### src/rtl/edgcol_hb_engine.sv
// Xedgcol hit-box engine: 16-entry edge table scanned one entry per cycle against a latched hit box.
// Latency: hb_done 16 cycles after the accepted start; starts and table writes are ignored while busy.
module edgcol_hb_engine #(
  parameter int NUM_EDGES = 16,
  parameter int COORD_W   = 8
) (
  input  logic        clk,
  input  logic        rst_n,
  input  logic        edge_wr_en,
  input  logic [3:0]  edge_wr_idx,
  input  logic [31:0] edge_wr_data,
  input  logic        edge_clr,
  input  logic        hb_start,
  input  logic [31:0] hitbox,
  output logic        hb_done,
  output logic [31:0] hb_result,
  output logic        busy
);

  typedef enum logic [1:0] {
    S_IDLE = 2'd0,
    S_SCAN = 2'd1,
    S_DONE = 2'd2
  } state_t;

  state_t                 state_q, state_d;
  logic [3:0]             idx_q, idx_d;
  logic [31:0]            hb_q, hb_d;
  logic [NUM_EDGES-1:0]   mask_q, mask_d;
  logic                   any_q, any_d;
  logic                   done_q, done_d;
  logic [NUM_EDGES-1:0]   valid_q, valid_d;
  logic [31:0]            tbl_q [NUM_EDGES];

  logic                   tbl_open;
  logic                   tbl_we;
  logic [31:0]            cur;
  logic [COORD_W-1:0]     x0, y0, x1, y1;
  logic [COORD_W-1:0]     exmin, exmax, eymin, eymax;
  logic [COORD_W-1:0]     hxmin, hymin, hxmax, hymax;
  logic                   hb_bad;
  logic                   hit;
  logic [NUM_EDGES-1:0]   hit_bit;

  // The table is frozen during SCAN so every entry is judged against the same contents.
  assign tbl_open = (state_q != S_SCAN);
  assign tbl_we   = edge_wr_en && tbl_open;

  always_comb begin
    valid_d = valid_q;
    if (tbl_open) begin
      if (edge_clr) begin
        valid_d = '0;
      end
      if (edge_wr_en) begin
        valid_d[edge_wr_idx] = 1'b1;
      end
    end
  end

  assign cur   = tbl_q[idx_q];
  assign x0    = cur[COORD_W-1:0];
  assign y0    = cur[2*COORD_W-1:COORD_W];
  assign x1    = cur[3*COORD_W-1:2*COORD_W];
  assign y1    = cur[4*COORD_W-1:3*COORD_W];
  assign exmin = (x0 < x1) ? x0 : x1;
  assign exmax = (x0 < x1) ? x1 : x0;
  assign eymin = (y0 < y1) ? y0 : y1;
  assign eymax = (y0 < y1) ? y1 : y0;

  assign hxmin  = hb_q[COORD_W-1:0];
  assign hymin  = hb_q[2*COORD_W-1:COORD_W];
  assign hxmax  = hb_q[3*COORD_W-1:2*COORD_W];
  assign hymax  = hb_q[4*COORD_W-1:3*COORD_W];
  assign hb_bad = (hxmin > hxmax) || (hymin > hymax);

  assign hit = valid_q[idx_q] && !hb_bad &&
               (exmin <= hxmax) && (exmax >= hxmin) &&
               (eymin <= hymax) && (eymax >= hymin);

  assign hit_bit = NUM_EDGES'(hit) << idx_q;

  always_comb begin
    state_d = state_q;
    idx_d   = idx_q;
    hb_d    = hb_q;
    mask_d  = mask_q;
    any_d   = any_q;
    done_d  = done_q;
    case (state_q)
      S_IDLE, S_DONE: begin
        if (hb_start) begin
          state_d = S_SCAN;
          hb_d    = hitbox;
          idx_d   = 4'd0;
          mask_d  = '0;
          any_d   = 1'b0;
          done_d  = 1'b0;
        end
      end
      S_SCAN: begin
        mask_d = mask_q | hit_bit;
        any_d  = |mask_d;
        idx_d  = idx_q + 4'd1;
        if (idx_q == 4'(NUM_EDGES - 1)) begin
          state_d = S_DONE;
          done_d  = 1'b1;
        end
      end
      default: begin
        state_d = S_IDLE;
      end
    endcase
  end

  always_ff @(posedge clk or negedge rst_n) begin
    if (!rst_n) begin
      state_q <= S_IDLE;
      idx_q   <= 4'd0;
      hb_q    <= 32'd0;
      mask_q  <= '0;
      any_q   <= 1'b0;
      done_q  <= 1'b0;
      valid_q <= '0;
    end else begin
      state_q <= state_d;
      idx_q   <= idx_d;
      hb_q    <= hb_d;
      mask_q  <= mask_d;
      any_q   <= any_d;
      done_q  <= done_d;
      valid_q <= valid_d;
    end
  end

  // Entry payload needs no reset: the valid bits decide whether it is ever looked at.
  always_ff @(posedge clk) begin
    if (tbl_we) begin
      tbl_q[edge_wr_idx] <= edge_wr_data;
    end
  end

  assign hb_done   = done_q;
  assign hb_result = {15'd0, any_q, mask_q};
  assign busy      = (state_q == S_SCAN);

endmodule

### config.mk
export PLATFORM = sky130hd
export DESIGN_NAME = edgcol_hb_engine
export DESIGN_NICKNAME = d
export VERILOG_FILES = /design/src/rtl/edgcol_hb_engine.sv
export SDC_FILE = /design/constraint.sdc
export NUM_CORES = 1
export LEC_CHECK = 0
export BUFFER_PORTS_ARGS = -buffer_cell sky130_fd_sc_hd__buf_2
export CAP_MARGIN = 30
export CELL_PAD_IN_SITES_DETAIL_PLACEMENT = 1
export CELL_PAD_IN_SITES_GLOBAL_PLACEMENT = 1
export CORE_ASPECT_RATIO = 0.7
export CORE_MARGIN = 1
export CORE_UTILIZATION = 57
export DETAILED_ROUTE_END_ITERATION = 10
export PLACE_DENSITY_LB_ADDON = 0.1
export SKIP_LAST_GASP = 1
export SLEW_MARGIN = 15
export SYNTH_ARGS = -nofsm -noshare
export SYNTH_HDL_FRONTEND = slang
export SYNTH_SLANG_ARGS = --single-unit
export TNS_END_PERCENT = 100
### constraint.sdc
create_clock -name clk -period 16 [get_ports clk]
set_clock_uncertainty 0.15 [all_clocks]
set_input_delay 0.8 -clock clk [delete_from_list [all_inputs] [get_ports clk]]
set_output_delay 0.8 -clock clk [all_outputs]
set_load 0.01 [all_outputs]
After elaboration in Yosys (flattened, before gate mapping)
Memories as Yosys holds them, arrays and structs flattened.
Cells that the tools add are included.
Storage, ports and cells
  flip-flop bits (word level): 72
  RAM bits: 512
  input bits: 73
  output and inout bits: 34
  word-level logic and storage cells: 70
  memories: 1
Memories
  tbl_q: depth 16, bits a word 32, read ports 1, clocked after memory_dff 0, wr ports 1, RTL line 33  | logic [31:0] tbl_q [NUM_EDGES];
Operators by class
  add/subtract/negate cells: 1
  $lt $le $gt $ge: 11
  equal/unequal tests: 6
  shift operators: 1
  muxes and demuxes: 24
  bitwise gates (word level): 2
  reductions and logical operators: 17
Operators with widths (count)
  two-way mux 16 bit: 4
  two-way mux 8 bit: 4
  bitwise OR 16 bit: 2
  case mux 16 bit (2 select lines): 1
  greater-or-equal comparator 8 bit: 2
  greater-than comparator 8 bit: 2
  less-or-equal comparator 8 bit: 2
  < comparator 8 bit: 2
  OR reduction 16 bit: 1
  << shifter 1 x 4 -> 16 bit: 1
  < comparator 4 x 5 -> 1 bit (second input constant): 2
  case mux 4 bit (2 select lines): 1
  logical AND 1 bit: 7
  two-way mux 1 bit: 6
  AND reduction 2 bit: 3
  adder 4 x 1 -> 4 bit (second input constant): 1
  binary-select mux 1 bit (select 4 bit): 1
  demux 1 bit (select 4 bit): 1
  == test 4 bit (second input constant): 1
  greater-or-equal comparator 4 x 1 -> 1 bit (second input constant): 1
  two-way mux 2 bit: 2
  two-way mux 4 bit: 1
  != test 2 x 1 -> 1 bit (second input constant): 2
  case mux 1 bit (2 select lines): 2
  10 further kinds: 10

Depth between registers and ports, before layout
Gate-level depths: netlist of run 1.
  word-level depth: 12
  mapped depth: 29
  mapped depth without buffers: 21

Worst setup path before layout of run 1
OpenSTA, ideal clock, no wires.
  path type: flip-flop to flip-flop
  start point: reg idx_q[0]
  end point: reg mask_q[10]
  setup time: 95 ps
  data arrival time: 5746 ps
  data required time: 15755 ps
  path slack: 10009 ps
  cell stages (with the launch flop): 27
  path buffers: 7
  clock period less this slack: 5991 ps
  cell sequence: dfrtp_1 > buf_6 > buf_12 > buf_4 > buf_1 > mux4_2 > a22oi_1 > o21ai_1 > ha_1 > nor4_1 > nand2_1 > or3_1 > or3_1 > o21ai_1 > a21boi_2 > buf_2 > mux2_1 > ha_1 > nor2b_1 > o211ai_1 > a21oi_1 > o22ai_1 > nand4_1 > or4_1 > clkbuf_1 > buf_2 > o31ai_1
Between the ends
  cells in the longest elaborated chain, start to end: 11
  elaborated cells between the ends (all ways): 21
  those cells by class: order compare: 6; shift: 1; mux: 7; bitwise: 1; reduce/logical: 5; memory: 1
Ends and longest elaborated chain
  start: declaration: RTL line 27  | logic [3:0] idx_q, idx_d;
  start signal: assignment: RTL line 127  | idx_q <= idx_d;
  memory read (16 x 32 bit)
  < comparator 8 bit: RTL line 66, 67
  two-way mux 8 bit: RTL line 66  | assign exmin = (x0 < x1) ? x0 : x1;
  less-or-equal comparator 8 bit: RTL line 78  | (exmin <= hxmax) && (exmax >= hxmin) &&
  logical AND 1 bit: RTL line 77  | assign hit = valid_q[idx_q] && !hb_bad &&
  logical AND 1 bit (2 in series): RTL line 78
  logical AND 1 bit: RTL line 79  | (eymin <= hymax) && (eymax >= hymin);
  << shifter 1 x 4 -> 16 bit *: RTL line 81  | assign hit_bit = NUM_EDGES'(hit) << idx_q;
  bitwise OR 16 bit *: RTL line 102  | mask_d = mask_q | hit_bit;
  case mux 16 bit (2 select lines) *: RTL line 90  | case (state_q)
  end signal: assignment: RTL line 129  | mask_q <= mask_d;
  end: declaration: RTL line 29  | logic [NUM_EDGES-1:0] mask_q, mask_d;
Every way passes the cells marked *; elsewhere a longest branch is shown, timed or not. The select of a mux whose other input is x is not followed.
A chain may end at the register's enable or synchronous reset.

Final worst setup path of run 1
  start point: reg idx_q[0]
  end point: reg mask_q[0]
The elaborated chain is that of the path after synthesis.

==> impl_metrics.json, run 1 <==
{
  "status": "completed",
  "hold_violations": 0,
  "post-route-period-util_pct": 49.6,
  "tightestPinTransition_ns": 0.978,
  "irDropWorstVdd_mv": 0.136,
  "synth_top_area_cell": "edfxtp_1",
  "route.detailed.drc": 0,
  "dp_hpwl_mm": 35.7,
  "io_buffers": 91,
  "gp_congestion": 0.800,
  "cp_cell_sequence": "buf_12 -> mux2i_1 -> a221oi_1 -> nor2_1 -> o21ai_0 -> inv_1 -> ha_1 -> nor2b_1 -> o21ai_1 -> nand2b_1 -> or4_1 -> o31a_4 -> mux2_4 -> ha_1 -> nor2b_1 -> o211ai_1 -> a21oi_1 -> o22ai_1 -> nand4_1 -> or4_1 -> o41ai_1",
  "seq_area_frac_synth_pct": 70.3,
  "synth_edf_count": 512,
  "drv_slew": 0,
  "post_dp_cell_area_sq_um": 25500,
  "r2r_slack_ns": 8.07,
  "grt_pass1_vias": 14352,
  "post_cts_buffers": 0,
  "cts-root-buf": "clkbuf_16",
  "cp.required_ns": 16.31,
  "grt-ovfl-total": 0,
  "r2r_end": "mask_q[0]",
  "yosysMostFrequentCell": "edfxtp_1",
  "antenna_left": 0,
  "grt_max_degree": 125,
  "synth_cell_types": 48,
  "routed_wl_mm": 65.8,
  "clock_path_buffers": 3,
  "synth_area_leaders": "edfxtp_1 63%, dfrtp_1 7.4%, mux4_2 6.4%",
  "cp_top_family": "compound AO/OA/AOI/OAI gates",
  "yosys_warnings": 0,
  "cp-startpoint": "idx_q[0]",
  "cts_sinks": 584,
  "reg2reg_from": "idx_q[0]",
  "cellLeakagePower_nw": 9.87,
  "tns_ns": 0,
  "synth-xor-area-share_pct": 0,
  "ys_ff_latch": 584,
  "firstDrtPassIters": 5,
  "nets": 1684,
  "vias": 13834,
  "synth_top_family_by_area": "multiplexers",
  "worst_slack_ns": 8.07,
  "htree_levels": 2,
  "syn_area_per_cell_sq_um": 16.9,
  "cp_num_buf_inv": 2,
  "die_y_microns": 175,
  "ys.flop_type": "edfxtp_1",
  "design_area_sq_um": 27200,
  "worst-path-max-fanout": 124,
  "syn2layout_area_growth_pct": 11.4,
  "rr_worst_depth": 21,
  "critPathKind": "reg -> reg",
  "ios": 107,
  "synth_top_cells_by_count": "512 x edfxtp_1, 122 x mux2i_1, 78 x nand2_1, 72 x dfrtp_1, 70 x mux4_2",
  "core_area_sq_um": 42300,
  "drive_above_1_share_pct": 18.9,
  "synth_cells": 1447,
  "start_kind": "register",
  "slowest_delay_ns": 0.98,
  "pwr_density_cell_nw_per_um2": 207,
  "yosys.area_share.adder_pct": 3.22,
  "netlist.area_leader.share_pct": 62.9,
  "setup.worst_path.end_class": "register",
  "period_needed_ns": 7.93,
  "yosys.area_share.simple_pct": 3.47,
  "max_freq_mhz": 126,
  "max_slew_margin_pct": 34.8,
  "cts_tree": "built",
  "slowest_stage": "dfrtp_4",
  "drtIter0Drc": 1364,
  "setup_viol": 0,
  "async_reset_ff_share_pct": 12.3,
  "worstPathArrival_ns": 8.24,
  "clk_latency_ns": 0.60,
  "wl_per_cell_microns": 30.6,
  "start_util_pct": 57.7,
  "cts_resized": 0,
  "rsz0062_at_grt": "no",
  "min_path_type": "in -> reg",
  "numCtsBuffers": 53,
  "grt_usage_pct": 30.6,
  "synth_area_sq_um": 24400,
  "vias_per_cell": 6.45,
  "maxCapViolCount": 0,
  "antenna_found_initial": 6,
  "cts.clk_slew.worst_paths_ns": 0.07,
  "grt_pass1_wl_mm": 95.8,
  "rows": 63,
  "synth_compound_area_share_pct": 7.09,
  "cp-endpoint": "mask_q[0]",
  "die_w_microns": 250,
  "whs_ns": 0.247,
  "die_area_sq_um": 43700,
  "cp_num_cells": 21,
  "dp_slack_ns": 8.35,
  "muxShareOfSynthArea_pct": 13.3
}
[state kept, by name (all words and copies together) (netlist names)]
name and cells:
any_q 1, idx_q 4, valid_q 16, tbl_q 512, hb_done 1, mask_q 16
state_q 2, hb_q 32
[kinds of logic (layout without fill, tap and decap cells)]
family,Yosys count,count (layout)
compound gates,250,250
fa+ha+maj,63,63
buf+inv,134,262
flops,584,584
mux,224,224
other cells,1,20
simple gates,191,191
[worst min-delay path by stage]
stage	start	end	slack [ns]	cells past startpoint
6_report	hitbox[16]	hb_q[16]	0.25	3
5_1_grt	hitbox[16]	hb_q[16]	0.23	3
4_1_cts	rst_n	valid_q[0]	0.22	1
3_5_place_dp	valid_q[5]	valid_q[5]	0.31	1
3_3_place_gp	valid_q[5]	valid_q[5]	0.30	1
2_1_floorplan	valid_q[1]	valid_q[1]	0.29	1
[repair_timing]
action,CTS,global route
endpoints found under the setup margin,0,0
endpoints found under the hold margin,0,12
hold buffers,0,1
[where the power goes]
group / switching [mW] / internal (mW)
clock: 0.559 / 0.679
sequential: 0.0886 / 1.74
combinational: 1.49 / 1.07
[layer usage]
metal / GRT usage, % / up-vias / wire (microns) / part of all wire (%)
li1: - / 5927 / - / -
met1: 43.7 / 7289 / 28500 / 43
met2: 48.0 / 527 / 31000 / 47
met3: 6.88 / 89 / 4930 / 7.5
met4: 8.28 / 2 / 1270 / 1.9
met5: 0 / - / 16 / 0.024
[stage by stage]
step	util [%]	power, mW	cells
after floorplan	-	3.67	1461
after global placement	60.3	4.23	2043
after detailed placement	60.3	4.36	2043
after CTS	64.2	5.63	2139
after global routing	64.3	5.92	2143
final	64.3	5.63	2146
[worst min-delay path: stages]
cell and delay, ns:
buf_2 0.08, nand2_1 0.04, nand2_1 0.05
[placed cells by master, fill, tap and decap left out, types with 45 or more instances in the layout]
cell       count
edfxtp_1     512
ha_1          63
nand2_1       78
nor2_1        45
o21ai_0       46
dfrtp_1       68
buf_2         90
mux2i_1      122
inv_1         45
clkbuf_16     53
a221oi_1      60
mux4_2        70
[area by class of cell]
| type | count | area, sq um |
|---|---|---|
| inverters | 46 | 173 |
| clock inverters | 31 | 280 |
| well taps | 552 | 691 |
| multi-input cells | 743 | 6790 |
| fillers | 3686 | 15100 |
| clock buffers | 65 | 1380 |
| flip-flops and latches | 584 | 17200 |
| diodes | 5 | 12.5 |
| repair buffers | 120 | 711 |
(Power assumes the default switching activity.)
==> run 2, diff against run 1 <==
--- a/config.mk
+++ b/config.mk
@@ -11,7 +11,7 @@
 export CELL_PAD_IN_SITES_GLOBAL_PLACEMENT = 1
 export CORE_ASPECT_RATIO = 0.7
 export CORE_MARGIN = 1
-export CORE_UTILIZATION = 57
+export CORE_UTILIZATION = 48
 export DETAILED_ROUTE_END_ITERATION = 10
 export PLACE_DENSITY_LB_ADDON = 0.1
 export SKIP_LAST_GASP = 1
==> constraint.sdc (replaced) <==
create_clock -name clk -period 6.4 [get_ports clk]
set_clock_uncertainty 0.15 [all_clocks]
set_input_delay 0.32 -clock clk [delete_from_list [all_inputs] [get_ports clk]]
set_output_delay 0.32 -clock clk [all_outputs]
set_load 0.01 [all_outputs]
==> impl_metrics.json, run 2 (synthesized netlist as in run 1, its figures left out) <==
{
  "maxCapViolCount": 0,
  "vias_per_cell": 5.95,
  "m1WireLength_mm": 31.3,
  "regMostFlops": "tbl_q",
  "grt_pass1_wl_mm": 96.8,
  "fin_cells": 2366,
  "numCtsBuffers": 55,
  "pwr_density_cell_nw_per_um2": 516,
  "drtIter0Drc": 1186,
  "routed_wl_mm": 66.5,
  "cp.required_ns": 6.74,
  "core_area_sq_um": 49800,
  "fillers": 4462,
  "cts_sinks": 584,
  "start_kind": "register",
  "rr_worst_depth": 20,
  "whs_ns": 0.0208,
  "setup_viol": 0,
  "clock_path_buffers": 3,
  "wl_met2_mm": 30.3,
  "io_buffers": 91,
  "setup.worst_path.end_class": "register",
  "period_needed_ns": 6.16,
  "tightestPinTransition_ns": 0.887,
  "hold_violations": 0,
  "nets": 1792,
  "drv_slew": 0,
  "grt_max_degree": 73,
  "multi_input_area_sq_um": 6830,
  "cts_tree": "built",
  "cts.clk_slew.worst_paths_ns": 0.07,
  "reg2reg_from": "idx_q[1]",
  "cellLeakagePower_nw": 10.4,
  "grt_usage_pct": 26.1,
  "antenna_found_initial": 1,
  "worst-path-max-fanout": 20,
  "antenna_cells": 0,
  "drive_above_1_share_pct": 20.6,
  "irDropWorstVdd_mv": 0.426,
  "antenna_left": 0,
  "ios": 107,
  "register_area_sq_um": 17200,
  "cp-startpoint": "idx_q[1]",
  "cp-endpoint": "mask_q[0]",
  "die_w_microns": 272,
  "min_path_type": "in -> async",
  "status": "completed",
  "wl_per_cell_microns": 28.1,
  "post-route-period-util_pct": 96.2,
  "dp_hpwl_mm": 37.5,
  "critPathKind": "reg -> reg",
  "rows": 68,
  "r2r_slack_ns": 0.24,
  "utilization_pct": 57.4,
  "dp.cells": 2187,
  "clk_latency_ns": 0.63,
  "firstDrtPassIters": 6,
  "cts-root-buf": "clkbuf_16",
  "vias": 14075,
  "largestRegisters": "tbl_q x512, hb_q x32",
  "die_area_sq_um": 51800,
  "grt_pass1_vias": 14403,
  "layout_commonest_cell": "edfxtp_1",
  "route.detailed.drc": 0,
  "max_slew_margin_pct": 40.9,
  "worstPathArrival_ns": 6.50,
  "gp_congestion": 0.803,
  "start_util_pct": 49.1,
  "layout_common_cells": "512 x edfxtp_1, 122 x mux2i_1, 90 x buf_2, 78 x nand2_1, 70 x mux4_2",
  "grt-ovfl-total": 0,
  "tns_ns": 0,
  "max_freq_mhz": 162,
  "die_y_microns": 191,
  "htree_levels": 2,
  "highest-signal-layer": "met4",
  "wl_met3_mm": 3.61,
  "r2r_end": "mask_q[0]",
  "syn2layout_area_growth_pct": 16.9,
  "largest_reg_flops": 512
}
-- run 2: changes by cell type in the layout (fill, tap and decap cells not counted), sizes merged --
| cell | previous run | this run |
|---|---|---|
| clkinv | 25 | 19 |
| clkbuf | 65 | 78 |
| bufinv | 4 | 2 |
| clkinvlp | 2 | 1 |
| buf | 119 | 158 |
| dlygate4sd3 | 1 | 68 |
| inv | 46 | 48 |
| diode | 5 | 0 |
-- run 2: critical path, stage by stage, from the launching register on --
cell      delay (ns)
dfrtp_4         0.57
and2b_2         0.26
buf_4           0.24
a221oi_1        0.44
nor2_1          0.08
o21ai_1         0.57
inv_1           0.10
ha_1            0.25
or3_1           0.38
or3_1           0.34
o21ai_1         0.15
a21boi_4        0.09
buf_12          0.17
mux2_1          0.39
ha_1            0.33
nand4_1         0.09
o31ai_1         0.29
o21ai_0         0.13
or4_1           0.48
buf_4           0.21
o41ai_1         0.31
-- run 2: where the power goes --
part           leakage, nW  internal (mW)  total (mW)  switching, mW
Sequential            5.54           4.34        4.47          0.130
Combinational         4.05           3.06        7.07           4.01
Clock                0.855           1.78        3.22           1.44
-- run 2: per-stage QoR --
| step | instance area (sq um) | power [mW] | setup WS, ns |
|---|---|---|---|
| floorplan | 24500 | 9.18 | 0.409 |
| global placement | 26000 | 11.0 | 0.252 |
| finish | 28600 | 14.8 | 0.243 |
| detailed placement | 26000 | 11.3 | 0.0931 |
| CTS | 28400 | 14.6 | 0.0823 |
| global route | 28600 | 15.6 | -0.0598 |
-- run 2: cell type report --
| class | count | share of cell area (%) |
|---|---|---|
| multi-input cells | 743 | 23.9 |
| well taps | 665 | 2.91 |
| clock buffers | 78 | 5.44 |
| inverters | 46 | 0.604 |
| clock inverters | 24 | 0.713 |
| repair buffers | 226 | 6.30 |
| flip-flops and latches | 584 | 60.1 |
-- run 2: metal layers --
metal  GRT usage [%]  up-vias
met2            40.4      423
met4            6.33        0
met1            38.9     7405
met3            4.02       88
li1                -     6159
met5               0        -
-- run 2: worst min path at each step --
| stage | from | end |
|---|---|---|
| after floorplan | rst_n | any_q |
| after global placement | valid_q[4] | valid_q[4] |
| after detailed placement | valid_q[6] | valid_q[6] |
| after CTS | edge_wr_en | valid_q[13] |
| after global routing | rst_n | valid_q[15] |
| final | rst_n | valid_q[5] |
-- run 2: repair_timing --
action / 4_1_cts / 5_1_grt
setup buffers: 0 / 8
hold endpoints to repair: 618 / 0
setup endpoints to repair: 0 / 17
gates resized for setup: 0 / 15
hold buffers: 68 / 0
==> run 3, diff against run 2 <==
--- a/config.mk
+++ b/config.mk
@@ -6,7 +6,7 @@
 export NUM_CORES = 1
 export LEC_CHECK = 0
 export BUFFER_PORTS_ARGS = -buffer_cell sky130_fd_sc_hd__buf_2
-export CAP_MARGIN = 30
+export CAP_MARGIN = 15
 export CELL_PAD_IN_SITES_DETAIL_PLACEMENT = 1
 export CELL_PAD_IN_SITES_GLOBAL_PLACEMENT = 1
 export CORE_ASPECT_RATIO = 0.7
==> constraint.sdc (replaced) <==
create_clock -name clk -period 6.4 [get_ports clk]
set_clock_uncertainty 0.15 [all_clocks]
set_input_delay 0.32 -clock clk [delete_from_list [all_inputs] [get_ports clk]]
set_output_delay 0.32 -clock clk [all_outputs]
set_load 0.02 [all_outputs]
==> impl_metrics.json, run 3 (synthesized netlist as in run 1, its figures left out) <==
{
  "pwr-share-clk_pct": 21.8,
  "grt-ovfl-total": 0,
  "grt_pass1_wl_mm": 96.8,
  "die_w_microns": 272,
  "setup_viol": 0,
  "maxCapViolCount": 0,
  "cellLeakagePower_nw": 10.4,
  "numCtsBuffers": 55,
  "grt_usage_pct": 26.1,
  "nets": 1791,
  "tns_ns": 0,
  "p_int_mw": 9.18,
  "syn2layout_area_growth_pct": 16.8,
  "vias_per_cell": 5.91,
  "clk_latency_ns": 0.63,
  "critPathKind": "reg -> reg",
  "p_comb_share_pct": 47.9,
  "worst-path-max-fanout": 20,
  "firstDrtPassIters": 5,
  "status": "completed",
  "start_util_pct": 49.1,
  "tightestPinTransition_ns": 1.01,
  "largestRegisters": "tbl_q x512, hb_q x32",
  "htree_levels": 2,
  "swShare_pct": 37.9,
  "die_y_microns": 191,
  "dp_hpwl_mm": 37.5,
  "whs_ns": 0.218,
  "post-route-period-util_pct": 96.2,
  "irDropWorstVdd_mv": 0.426,
  "worstPathArrival_ns": 6.50,
  "layout_commonest_cell": "edfxtp_1",
  "pwr_density_cell_nw_per_um2": 517,
  "die_area_sq_um": 51800,
  "slowest_stage": "dfrtp_4",
  "regMostFlops": "tbl_q",
  "layout_common_cells": "512 x edfxtp_1, 122 x mux2i_1, 90 x buf_2, 78 x nand2_1, 70 x mux4_2",
  "setup.worst_path.end_class": "register",
  "cp_cell_sequence": "and2b_2 -> buf_4 -> a221oi_1 -> nor2_1 -> o21ai_1 -> inv_1 -> ha_1 -> or3_1 -> or3_1 -> o21ai_1 -> a21boi_4 -> buf_12 -> mux2_1 -> ha_1 -> nand4_1 -> o31ai_1 -> o21ai_0 -> or4_1 -> buf_4 -> o41ai_1",
  "antenna_found_initial": 1,
  "io_buffers": 91,
  "min_path_type": "in -> reg",
  "cts-root-buf": "clkbuf_16",
  "max_freq_mhz": 162,
  "hold_violations": 0,
  "switchingPower_mw": 5.59,
  "gp_congestion": 0.803,
  "rows": 68,
  "drtIter0Drc": 1254,
  "slowest_delay_ns": 0.57,
  "cts.clk_slew.worst_paths_ns": 0.07,
  "ios": 107,
  "drv_slew": 0,
  "route.detailed.drc": 0,
  "grt_max_degree": 73,
  "fillers": 4464,
  "max_slew_margin_pct": 32.5,
  "largest_reg_flops": 512,
  "cp.required_ns": 6.74,
  "routed_wl_mm": 66.6,
  "start_kind": "register",
  "clock_path_buffers": 3,
  "period_needed_ns": 6.16,
  "seqPwrFrac_pct": 30.3,
  "cts_tree": "built",
  "core_area_sq_um": 49800,
  "antenna_cells": 0,
  "worst_slack_ns": 0.242,
  "cts_sinks": 584,
  "vias": 13982,
  "wl_per_cell_microns": 28.2,
  "grt_pass1_vias": 14403,
  "dp_slack_ns": 0.0931,
  "antenna_left": 0,
  "drive_above_1_share_pct": 20.6
}
==> run 3: cell types whose count changed in the layout (fill, tap and decap cells not counted), sizes merged <==
cell and change:
buf -1
==> run 3: cell type report <==
| cell class | instances | area (sq um) | area share (%) |
|---|---|---|---|
| multi-input combinational | 743 | 6830 | 23.9 |
| clock inverter | 24 | 204 | 0.714 |
| inverter | 46 | 173 | 0.605 |
| sequential | 584 | 17200 | 60.2 |
| clock buffer | 78 | 1560 | 5.45 |
| tap | 665 | 832 | 2.91 |
| timing repair buffer | 225 | 1770 | 6.21 |
==> run 3: power by group through the flow <==
stage / clock, mW / sequential [mW] / combinational (mW)
after floorplan: 0 / 4.49 / 4.71
after global placement: 0 / 4.56 / 6.48
after detailed placement: 0 / 4.56 / 6.73
after CTS: 3.27 / 4.49 / 6.83
after global routing: 3.40 / 4.49 / 7.69
final: 3.22 / 4.47 / 7.08
==> run 3: critical path: cells and delay by family, from the launching register on <==
family          cells  cell delay [ns]
simple gates        6             1.64
mux                 1             0.39
buf+inv             4             0.72
fa+ha+maj           2             0.57
compound gates      7             1.97
flops               1             0.57
==> run 3: final timing paths <==
check,start,end,slack (ns),cells after the start
max,idx_q[1],mask_q[0],0.24,20
min reg2reg,valid_q[4],valid_q[4],0.33,1
min,edge_wr_en,valid_q[13],0.22,4
min in group asynchronous,rst_n,valid_q[12],0.25,2
max in group asynchronous,rst_n,idx_q[0],5.04,2
max reg2reg,idx_q[1],mask_q[0],0.24,20
==> run 3: timing repair <==
action                     in CTS  in global routing
hold buffers                   68                  0
hold endpoints to repair      618                  0
resized for setup               0                 15
buffers inserted                0                  8
setup endpoints to repair       0                 17
==> run 3: through the flow <==
step | utilization (%) | power [mW] | std cells | area (sq um)
after global placement | 52.2 | 11.0 | 2187 | 26000
final | 57.4 | 14.8 | 2365 | 28600
after global routing | 57.4 | 15.6 | 2365 | 28600
after detailed placement | 52.2 | 11.3 | 2187 | 26000
after CTS | 57.1 | 14.6 | 2357 | 28400
after floorplan | - | 9.20 | 1461 | 24500
==> run 3: routing by layer <==
layer	vias up	GRT usage [%]	part of all wire [%]
met5	-	0	0
met4	0	6.33	1.9
met3	86	4.02	5.1
met2	410	40.4	46
met1	7331	38.9	47
li1	6155	-	-
